**src/rtl/booth_word_mul_seq_pkg.sv**
```systemverilog
// Shared constants for the RSA Montgomery multiplier datapath: widths, FSM state
// encodings and the radix-4 Booth digit decoder.
package rsa_mul_pkg;

    localparam int WORD_WIDTH      = 16;
    localparam int NUMBER_REAL_BIT = WORD_WIDTH + 2;
    localparam int CSA_WIDTH       = 32;
    localparam int N_PP            = 9;
    localparam int N_SIGN          = 7;

    localparam logic [2:0] ST_IDLE   = 3'd0;
    localparam logic [2:0] ST_ISSUE  = 3'd1;
    localparam logic [2:0] ST_ACCUM  = 3'd2;
    localparam logic [2:0] ST_OUTPUT = 3'd3;
    localparam logic [2:0] ST_LAST   = 3'd4;

    localparam logic [2:0] BOOTH_ZERO_P = 3'b000;
    localparam logic [2:0] BOOTH_P1_A   = 3'b001;
    localparam logic [2:0] BOOTH_P1_B   = 3'b010;
    localparam logic [2:0] BOOTH_P2     = 3'b011;
    localparam logic [2:0] BOOTH_M2     = 3'b100;
    localparam logic [2:0] BOOTH_M1_A   = 3'b101;
    localparam logic [2:0] BOOTH_M1_B   = 3'b110;
    localparam logic [2:0] BOOTH_ZERO_N = 3'b111;

    typedef enum logic [1:0] {
        MAG_ZERO = 2'd0,
        MAG_ONE  = 2'd1,
        MAG_TWO  = 2'd2
    } booth_mag_e;

    typedef struct packed {
        logic       neg;
        booth_mag_e mag;
    } booth_digit_t;

    function automatic booth_digit_t booth_decode(input logic [2:0] code);
        booth_digit_t d;
        d.neg = 1'b0;
        d.mag = MAG_ZERO;
        case (code)
            BOOTH_P1_A, BOOTH_P1_B: d.mag = MAG_ONE;
            BOOTH_P2:               d.mag = MAG_TWO;
            BOOTH_M2:               begin d.neg = 1'b1; d.mag = MAG_TWO; end
            BOOTH_M1_A, BOOTH_M1_B: begin d.neg = 1'b1; d.mag = MAG_ONE; end
            default:                d.mag = MAG_ZERO;
        endcase
        return d;
    endfunction

endpackage

```
**src/rtl/booth_word_mul_seq_if.sv**
```systemverilog
// Host-side request / result-stream bundle of the word-serial multiplier.
interface booth_word_mul_seq_if #(
    parameter int WORDS = 4
);
    logic                  start;
    logic [WORDS*16-1:0]   a_in;
    logic [15:0]           b_in;
    logic                  busy;
    logic                  out_valid;
    logic                  out_ready;
    logic [15:0]           out_data;
    logic                  out_last;

    modport master (
        output start, a_in, b_in, out_ready,
        input  busy, out_valid, out_data, out_last
    );

    modport slave (
        input  start, a_in, b_in, out_ready,
        output busy, out_valid, out_data, out_last
    );
endinterface

```
**src/rtl/booth_word_mul_seq_enc.sv**
```systemverilog
// Radix-4 Booth encoder for one digit: 3-bit code and 16-bit word give an 18-bit
// two's-complement partial product plus its sign flag.
module booth_r4_enc
    import rsa_mul_pkg::*;
(
    input  logic [2:0]                 code_i,
    input  logic [WORD_WIDTH-1:0]      word_i,
    output logic [NUMBER_REAL_BIT-1:0] pp_o,
    output logic                       neg_o
);

    booth_digit_t               digit;
    logic [NUMBER_REAL_BIT-1:0] mag;

    // NOTE: every signal assigned in a combinational block gets a default first,
    // so no path through the case leaves it unassigned and no latch is inferred.
    always_comb begin
        digit = booth_decode(code_i);
        mag   = '0;
        case (digit.mag)
            MAG_ONE: mag = {2'b00, word_i};
            MAG_TWO: mag = {1'b0, word_i, 1'b0};
            default: mag = '0;
        endcase
        pp_o  = digit.neg ? (~mag + {{(NUMBER_REAL_BIT-1){1'b0}}, 1'b1}) : mag;
        neg_o = digit.neg;
    end

endmodule

```
**src/rtl/booth_word_mul_seq.sv**
```systemverilog
// Word-serial A*b sequencer: Booth-encodes b against one word of A per pass, feeds the
// external 9:2 compressor, folds in the running carry word and streams WORDS+1 words out.
module booth_word_mul_seq
    import rsa_mul_pkg::*;
#(
    parameter int DATA_WIDTH = 16,
    parameter int WORDS      = 4
) (
    input  logic                            clk,
    input  logic                            rst,
    booth_word_mul_seq_if.slave             host,
    output logic [N_PP*NUMBER_REAL_BIT-1:0] csa_data,
    output logic                            csa_flag_zero,
    output logic [N_SIGN-1:0]               csa_shift_direct,
    input  logic [CSA_WIDTH-1:0]            csa_sum,
    input  logic [CSA_WIDTH-1:0]            csa_carry
);

    localparam int IDX_W = (WORDS > 1) ? $clog2(WORDS) : 1;
    localparam int A_W   = WORDS * DATA_WIDTH;
    localparam int PP_W  = N_PP * NUMBER_REAL_BIT;

    logic [2:0]              state_q, state_d;
    logic [IDX_W-1:0]        idx_q, idx_d;
    logic [DATA_WIDTH:0]     hi_q, hi_d;
    logic [A_W-1:0]          a_q, a_d;
    logic [DATA_WIDTH-1:0]   b_q, b_d;
    logic [CSA_WIDTH-1:0]    p_q, p_d;
    logic [DATA_WIDTH-1:0]   out_data_q, out_data_d;
    logic                    out_valid_q, out_valid_d;
    logic                    out_last_q, out_last_d;
    logic                    busy_q, busy_d;
    logic [PP_W-1:0]         csa_data_q, csa_data_d;
    logic                    flag_q, flag_d;
    logic [N_SIGN-1:0]       shift_q, shift_d;

    logic [DATA_WIDTH-1:0]   enc_a, enc_b;
    logic [DATA_WIDTH+2:0]   b_ext;
    logic [PP_W-1:0]         pp_all;
    logic [N_PP-1:0]         neg;
    logic [N_SIGN-1:0]       shift_next;
    logic [CSA_WIDTH:0]      acc_sum;
    logic                    unused_bits;

    // a_q holds only the words not yet issued, so the next word is always its LSW.
    always_comb begin
        enc_a = a_q[DATA_WIDTH-1:0];
        enc_b = b_q;
        if (state_q == ST_IDLE) begin
            enc_a = host.a_in[DATA_WIDTH-1:0];
            enc_b = host.b_in;
        end
    end

    assign b_ext = {2'b00, enc_b, 1'b0};

    for (genvar k = 0; k < N_PP; k++) begin : g_enc
        booth_r4_enc u_enc (
            .code_i (b_ext[2*k +: 3]),
            .word_i (enc_a),
            .pp_o   (pp_all[k*NUMBER_REAL_BIT +: NUMBER_REAL_BIT]),
            .neg_o  (neg[k])
        );
    end

    // A zero word must never be sign-extended, even under a negative digit.
    assign shift_next  = neg[N_SIGN-1:0] & {N_SIGN{|enc_a}};
    assign acc_sum     = {1'b0, p_q} + {{(CSA_WIDTH-DATA_WIDTH){1'b0}}, hi_q};
    assign unused_bits = csa_carry[CSA_WIDTH-1] ^ (|neg[N_PP-1:N_SIGN]);

    always_comb begin
        state_d     = state_q;
        idx_d       = idx_q;
        hi_d        = hi_q;
        a_d         = a_q;
        b_d         = b_q;
        p_d         = p_q;
        out_data_d  = out_data_q;
        out_valid_d = out_valid_q;
        out_last_d  = out_last_q;
        busy_d      = busy_q;
        csa_data_d  = csa_data_q;
        flag_d      = 1'b0;
        shift_d     = shift_q;

        case (state_q)
            ST_IDLE: begin
                if (host.start) begin
                    a_d        = A_W'(host.a_in >> DATA_WIDTH);
                    b_d        = host.b_in;
                    idx_d      = '0;
                    hi_d       = '0;
                    csa_data_d = pp_all;
                    shift_d    = shift_next;
                    flag_d     = 1'b1;
                    busy_d     = 1'b1;
                    state_d    = ST_ISSUE;
                end
            end
            ST_ISSUE: begin
                p_d     = csa_sum + {csa_carry[CSA_WIDTH-2:0], 1'b0};
                state_d = ST_ACCUM;
            end
            ST_ACCUM: begin
                out_data_d  = acc_sum[DATA_WIDTH-1:0];
                hi_d        = acc_sum[CSA_WIDTH:DATA_WIDTH];
                out_valid_d = 1'b1;
                state_d     = ST_OUTPUT;
            end
            ST_OUTPUT: begin
                if (host.out_ready) begin
                    if (idx_q == IDX_W'(WORDS-1)) begin
                        out_data_d = hi_q[DATA_WIDTH-1:0];
                        out_last_d = 1'b1;
                        state_d    = ST_LAST;
                    end else begin
                        idx_d       = idx_q + 1'b1;
                        a_d         = a_q >> DATA_WIDTH;
                        csa_data_d  = pp_all;
                        shift_d     = shift_next;
                        flag_d      = 1'b1;
                        out_valid_d = 1'b0;
                        state_d     = ST_ISSUE;
                    end
                end
            end
            ST_LAST: begin
                if (host.out_ready) begin
                    out_valid_d = 1'b0;
                    out_last_d  = 1'b0;
                    busy_d      = 1'b0;
                    state_d     = ST_IDLE;
                end
            end
            default: state_d = ST_IDLE;
        endcase
    end

    // NOTE: state registers use non-blocking assignments so every flop samples
    // the pre-edge values, independent of statement order.
    always_ff @(posedge clk or posedge rst) begin
        if (rst) begin
            state_q     <= ST_IDLE;
            idx_q       <= '0;
            hi_q        <= '0;
            a_q         <= '0;
            b_q         <= '0;
            p_q         <= '0;
            out_data_q  <= '0;
            out_valid_q <= 1'b0;
            out_last_q  <= 1'b0;
            busy_q      <= 1'b0;
            csa_data_q  <= '0;
            flag_q      <= 1'b0;
            shift_q     <= '0;
        end else begin
            state_q     <= state_d;
            idx_q       <= idx_d;
            hi_q        <= hi_d;
            a_q         <= a_d;
            b_q         <= b_d;
            p_q         <= p_d;
            out_data_q  <= out_data_d;
            out_valid_q <= out_valid_d;
            out_last_q  <= out_last_d;
            busy_q      <= busy_d;
            csa_data_q  <= csa_data_d;
            flag_q      <= flag_d;
            shift_q     <= shift_d;
        end
    end

    assign host.busy        = busy_q;
    assign host.out_valid   = out_valid_q;
    assign host.out_data    = out_data_q;
    assign host.out_last    = out_last_q;
    assign csa_data         = csa_data_q;
    assign csa_flag_zero    = flag_q;
    assign csa_shift_direct = shift_q;

endmodule

```
**src/flat_wrapper.sv**
```systemverilog
// flat-port wrapper written by rule: the top's interface ports become plain ports
module booth_word_mul_seq_flat import rsa_mul_pkg::*;
#(
    parameter int DATA_WIDTH = 16,
    parameter int WORDS      = 4
)
  (clk, rst, csa_data, csa_flag_zero, csa_shift_direct, csa_sum, csa_carry, host_start, host_a_in, host_b_in, host_out_ready, host_busy, host_out_valid, host_out_data, host_out_last);
  booth_word_mul_seq_if #(.WORDS(WORDS)) host_i ();
  input  logic clk;
  input  logic rst;
  output logic [N_PP*NUMBER_REAL_BIT-1:0] csa_data;
  output logic csa_flag_zero;
  output logic [N_SIGN-1:0] csa_shift_direct;
  input  logic [CSA_WIDTH-1:0] csa_sum;
  input  logic [CSA_WIDTH-1:0] csa_carry;
  input wire logic [$bits(host_i.start)-1:0] host_start;
  input wire logic [$bits(host_i.a_in)-1:0] host_a_in;
  input wire logic [$bits(host_i.b_in)-1:0] host_b_in;
  input wire logic [$bits(host_i.out_ready)-1:0] host_out_ready;
  output wire logic [$bits(host_i.busy)-1:0] host_busy;
  output wire logic [$bits(host_i.out_valid)-1:0] host_out_valid;
  output wire logic [$bits(host_i.out_data)-1:0] host_out_data;
  output wire logic [$bits(host_i.out_last)-1:0] host_out_last;
  assign host_i.start = host_start;
  assign host_i.a_in = host_a_in;
  assign host_i.b_in = host_b_in;
  assign host_i.out_ready = host_out_ready;
  assign host_busy = host_i.busy;
  assign host_out_valid = host_i.out_valid;
  assign host_out_data = host_i.out_data;
  assign host_out_last = host_i.out_last;
  booth_word_mul_seq #(.DATA_WIDTH(DATA_WIDTH), .WORDS(WORDS)) u_core (.clk(clk), .rst(rst), .host(host_i), .csa_data(csa_data), .csa_flag_zero(csa_flag_zero), .csa_shift_direct(csa_shift_direct), .csa_sum(csa_sum), .csa_carry(csa_carry));
endmodule
```
**config.mk**
```make
export PLATFORM = sky130hd
export DESIGN_NAME = booth_word_mul_seq_flat
export DESIGN_NICKNAME = d
export VERILOG_FILES = /design/src/rtl/booth_word_mul_seq_pkg.sv /design/src/rtl/booth_word_mul_seq_if.sv /design/src/rtl/booth_word_mul_seq_enc.sv /design/src/rtl/booth_word_mul_seq.sv /design/src/flat_wrapper.sv
export SDC_FILE = /design/constraint.sdc
export NUM_CORES = 1
export LEC_CHECK = 0
export ABC_AREA = 1
export CAP_MARGIN = 10
export CORE_AREA = 2 2 248 250
export DETAILED_ROUTE_END_ITERATION = 16
export DIE_AREA = 0 0 250 252
export SLEW_MARGIN = 5
export SYNTH_ARGS = -nofsm -noshare
export SYNTH_HDL_FRONTEND = slang
export SYNTH_SLANG_ARGS = --single-unit
```
**constraint.sdc**
```tcl
create_clock -name clk -period 23.3 [get_ports clk]
set_clock_uncertainty 0.1 [all_clocks]
set_input_delay 4.66 -clock clk [delete_from_list [all_inputs] [get_ports clk]]
set_output_delay 4.66 -clock clk [all_outputs]
set_load 0.02 [all_outputs]
```
==> reports/results.ini <==
[sta]
rsz0062_at_grt=no
fin_ws_ns=14.86
fmax_ghz=0.1185
post-route-period-util_pct=36.21
final-hold-violation-count=0
whs_ns=0.3678
slew_headroom_pct=32.58
setup_viol=0
worst_slew_pin_slew_ns=1.011
drv_slew=0
fin_crit_ns=8.436
tns_ns=0

[worst_setup_path]
path_max_fanout=26
critPathKind=in -> reg
cp-end-kind=flip-flop
path_delay_family=simple AND/OR/NAND/NOR gates
required_ns=23.66
ff2ff_path_depth=21
arrival_ns=8.80
crit_chain=clkdlybuf4s50_1, nand3_1, nand2_2, inv_1, nor2_2, inv_1, nand2_1, o21ai_0, ha_1, nor2_1, inv_1, o21ai_0, inv_1, ha_1, nand3_1, nor2_1, nand3_1, nand2_2, nand3_1, nand2_1, nand3_1, nand2_1
worst_setup_path_start_kind=primary input
cp_slowest_stage_delay_ns=0.49
critPathSlowestCell=clkdlybuf4s50_1
crit_cells=22
worst-path-buf-inv=5
cp_common_cell=nand3_1

[detailed_routing]
viasPerCell=4.988
drt-pass1-iter-count=6
wl_per_cell_um=16.69
wl_met3_um=4971
antenna_left=0
vias=20830
wl_met2_um=31560
drt-met1-wl_um=31280
top_layer_used=met5
drc=0
initialDrtViolationCount=1597
totalWireLength_um=69700

[global_routing]
grt_pass1_wl_um=108100
track_usage_pct=21.75
grt_pass1_vias=18960
overflow=0
grt_max_degree=163
antenna_found_initial=6

[logic_synthesis]
ys_seq_area_share_pct=36.37
yosys.area_share.simple_pct=31.93
synth_top_family_by_area=simple AND/OR/NAND/NOR gates
synth_mux_area_share_pct=0
synth_xor_area_share_pct=2.462
synth_top_area_cell=dfrtp_1
synthCells=3082
synth-compound-area-share_pct=15.40
yosysWarnings=0
syn_area_um2=20990
synth_cell_type_count=46
syn_avg_cell_area_um2=6.809
ys_ff_latch=305
yosys.area_share.adder_pct=4.483
synth.top_cell.area_share_pct=36.37
synth.area.top_cells=dfrtp_1 (36%), nand2_1 (16%), nand3_1 (6.5%), inv_1 (6.1%), o21ai_0 (6.1%)

[clocking]
cts.clk_slew.worst_paths_ns=0.06
cts_sinks=305
htreeDepth=2
cts-buffers-inserted=40
cts_buffer_depth=3
cts_post_setup_buffers_inserted=0
postCtsResizedCells=0
cts_tree=built
cts-root-buf=clkbuf_16
worstSkewPairLatency_ns=0.58
hold_buffers=0

[run]
cap_violations=0

[final_layout]
multi_input_comb_area_um2=11420
layout-drive-gt1-share_pct=6.370
area_growth_pct=25.80
fin_nets=3583
fill_cells=6301
seq_area_um2=7632

[floorplan]
die_height_um=252
die_w_um=250
ios=337
rows=90
dieArea_um2=63000
initial_core_util_pct=34.90
fp.coreArea_um2=60130

[worst_hold_path]
whs_path_depth=2
hold_class=reg -> reg

[placement]
gp_congestion=0.9127
dp_hpwl_um=50520
post-place-ws_ns=14.38
io_buffers=333

[outcome]
status=complete, no violations

[logic make-up after synthesis]
kind of cell | after synthesis
other cells | 1
fa+ha+maj | 74
compound gates | 569
simple gates | 1588
xor+xnor | 59
flops | 305
buf+inv | 486
[placed cells by master (no fill, tap or decap), types with 23 or more instances in the layout]
cell | synthesis | layout
xor2_1 | 39 | 39
ha_1 | 72 | 72
nor2_1 | 268 | 267
nand3_1 | 274 | 274
nand2_2 | 23 | 23
inv_2 | 28 | 27
o21ai_0 | 255 | 255
a21oi_1 | 106 | 105
dfrtp_1 | 305 | 305
nand4_1 | 27 | 27
clkdlybuf4s50_1 | 0 | 333
clkbuf_16 | 0 | 42
o21ai_1 | 84 | 84
inv_1 | 343 | 342
nand2_1 | 909 | 908
o211ai_1 | 39 | 39
[metal layers]
layer	vias up	track usage [%]
li1	10550	-
met1	9510	29.44
met2	643	35.08
met3	118	4.591
met4	6	6.176
met5	-	0
[flip-flops by register name, summed over array words and instances, names as in the netlist]
| name | count |
|---|---|
| u_core.hi_q | 17 |
| u_core.csa_shift_direct | 7 |
| u_core.b_q | 16 |
| u_core.host.out_data | 16 |
| u_core.p_q | 32 |
| u_core.idx_q | 2 |
| u_core.host.out_valid | 1 |
| u_core.host.busy | 1 |
| u_core.csa_flag_zero | 1 |
| u_core.state_q | 3 |
| u_core.a_q | 48 |
| u_core.csa_data | 160 |
| u_core.host.out_last | 1 |
[cells in the mapped netlist, drive strengths merged]
cell type and n:
clkinv 1, inv 371, nor3 22, clkbuf 66
o21bai 4, o21a 3, buf 48, nor2 291
a21oi 108, and2 3, xor2 39, a31oi 14
o22ai 12, xnor2 20, o31ai 17, o21ai 360
conb 1, a21o 7, o211ai 39, nand4 27
dfrtp 305, nand3 274, fa 2, o2111ai 2
or2 23, a211oi 1, nor4 4, nand2 941
ha 72, nand3b 2, a21boi 2, and3 1
[tightest hold or removal path, stage by stage, from the launching register on]
cell     delay (ns)
dfrtp_1        0.33
nand2_1        0.05
nand2_1        0.05
[final timing paths]
path                                    from                    to  slack [ns]
min                           u_core.b_q[15]        u_core.b_q[15]        0.37
max                             host_b_in[1]   u_core.csa_data[34]       14.86
max reg2reg                u_core.state_q[2]  u_core.csa_data[130]       18.53
max in group asynchronous                rst        u_core.a_q[31]       17.26
min reg2reg                   u_core.b_q[15]        u_core.b_q[15]        0.37
min in group asynchronous                rst        u_core.hi_q[4]        4.53
[through the flow]
stage / utilization [%] / area, um2 / std cells
after floorplan: - / 20990 / 3083
after global placement: 41.43 / 24920 / 4101
after detailed placement: 41.43 / 24920 / 4101
after CTS: 43.89 / 26390 / 4173
after global routing: 43.91 / 26400 / 4176
final: 43.91 / 26400 / 4176
[cell type report]
cell class | instances | area share, %
Multi-Input combinational cell | 2292 | 43.26
Sequential cell | 305 | 28.91
Timing Repair Buffer | 350 | 13.16
Inverter | 372 | 5.336
Clock buffer | 54 | 4.379
Tap cell | 782 | 3.706
Clock inverter | 18 | 1.223
Antenna cell | 3 | 0.02843
Power is not shown: default switching activity piles up to over one toggle a cycle in this logic, so the estimate is an artifact.
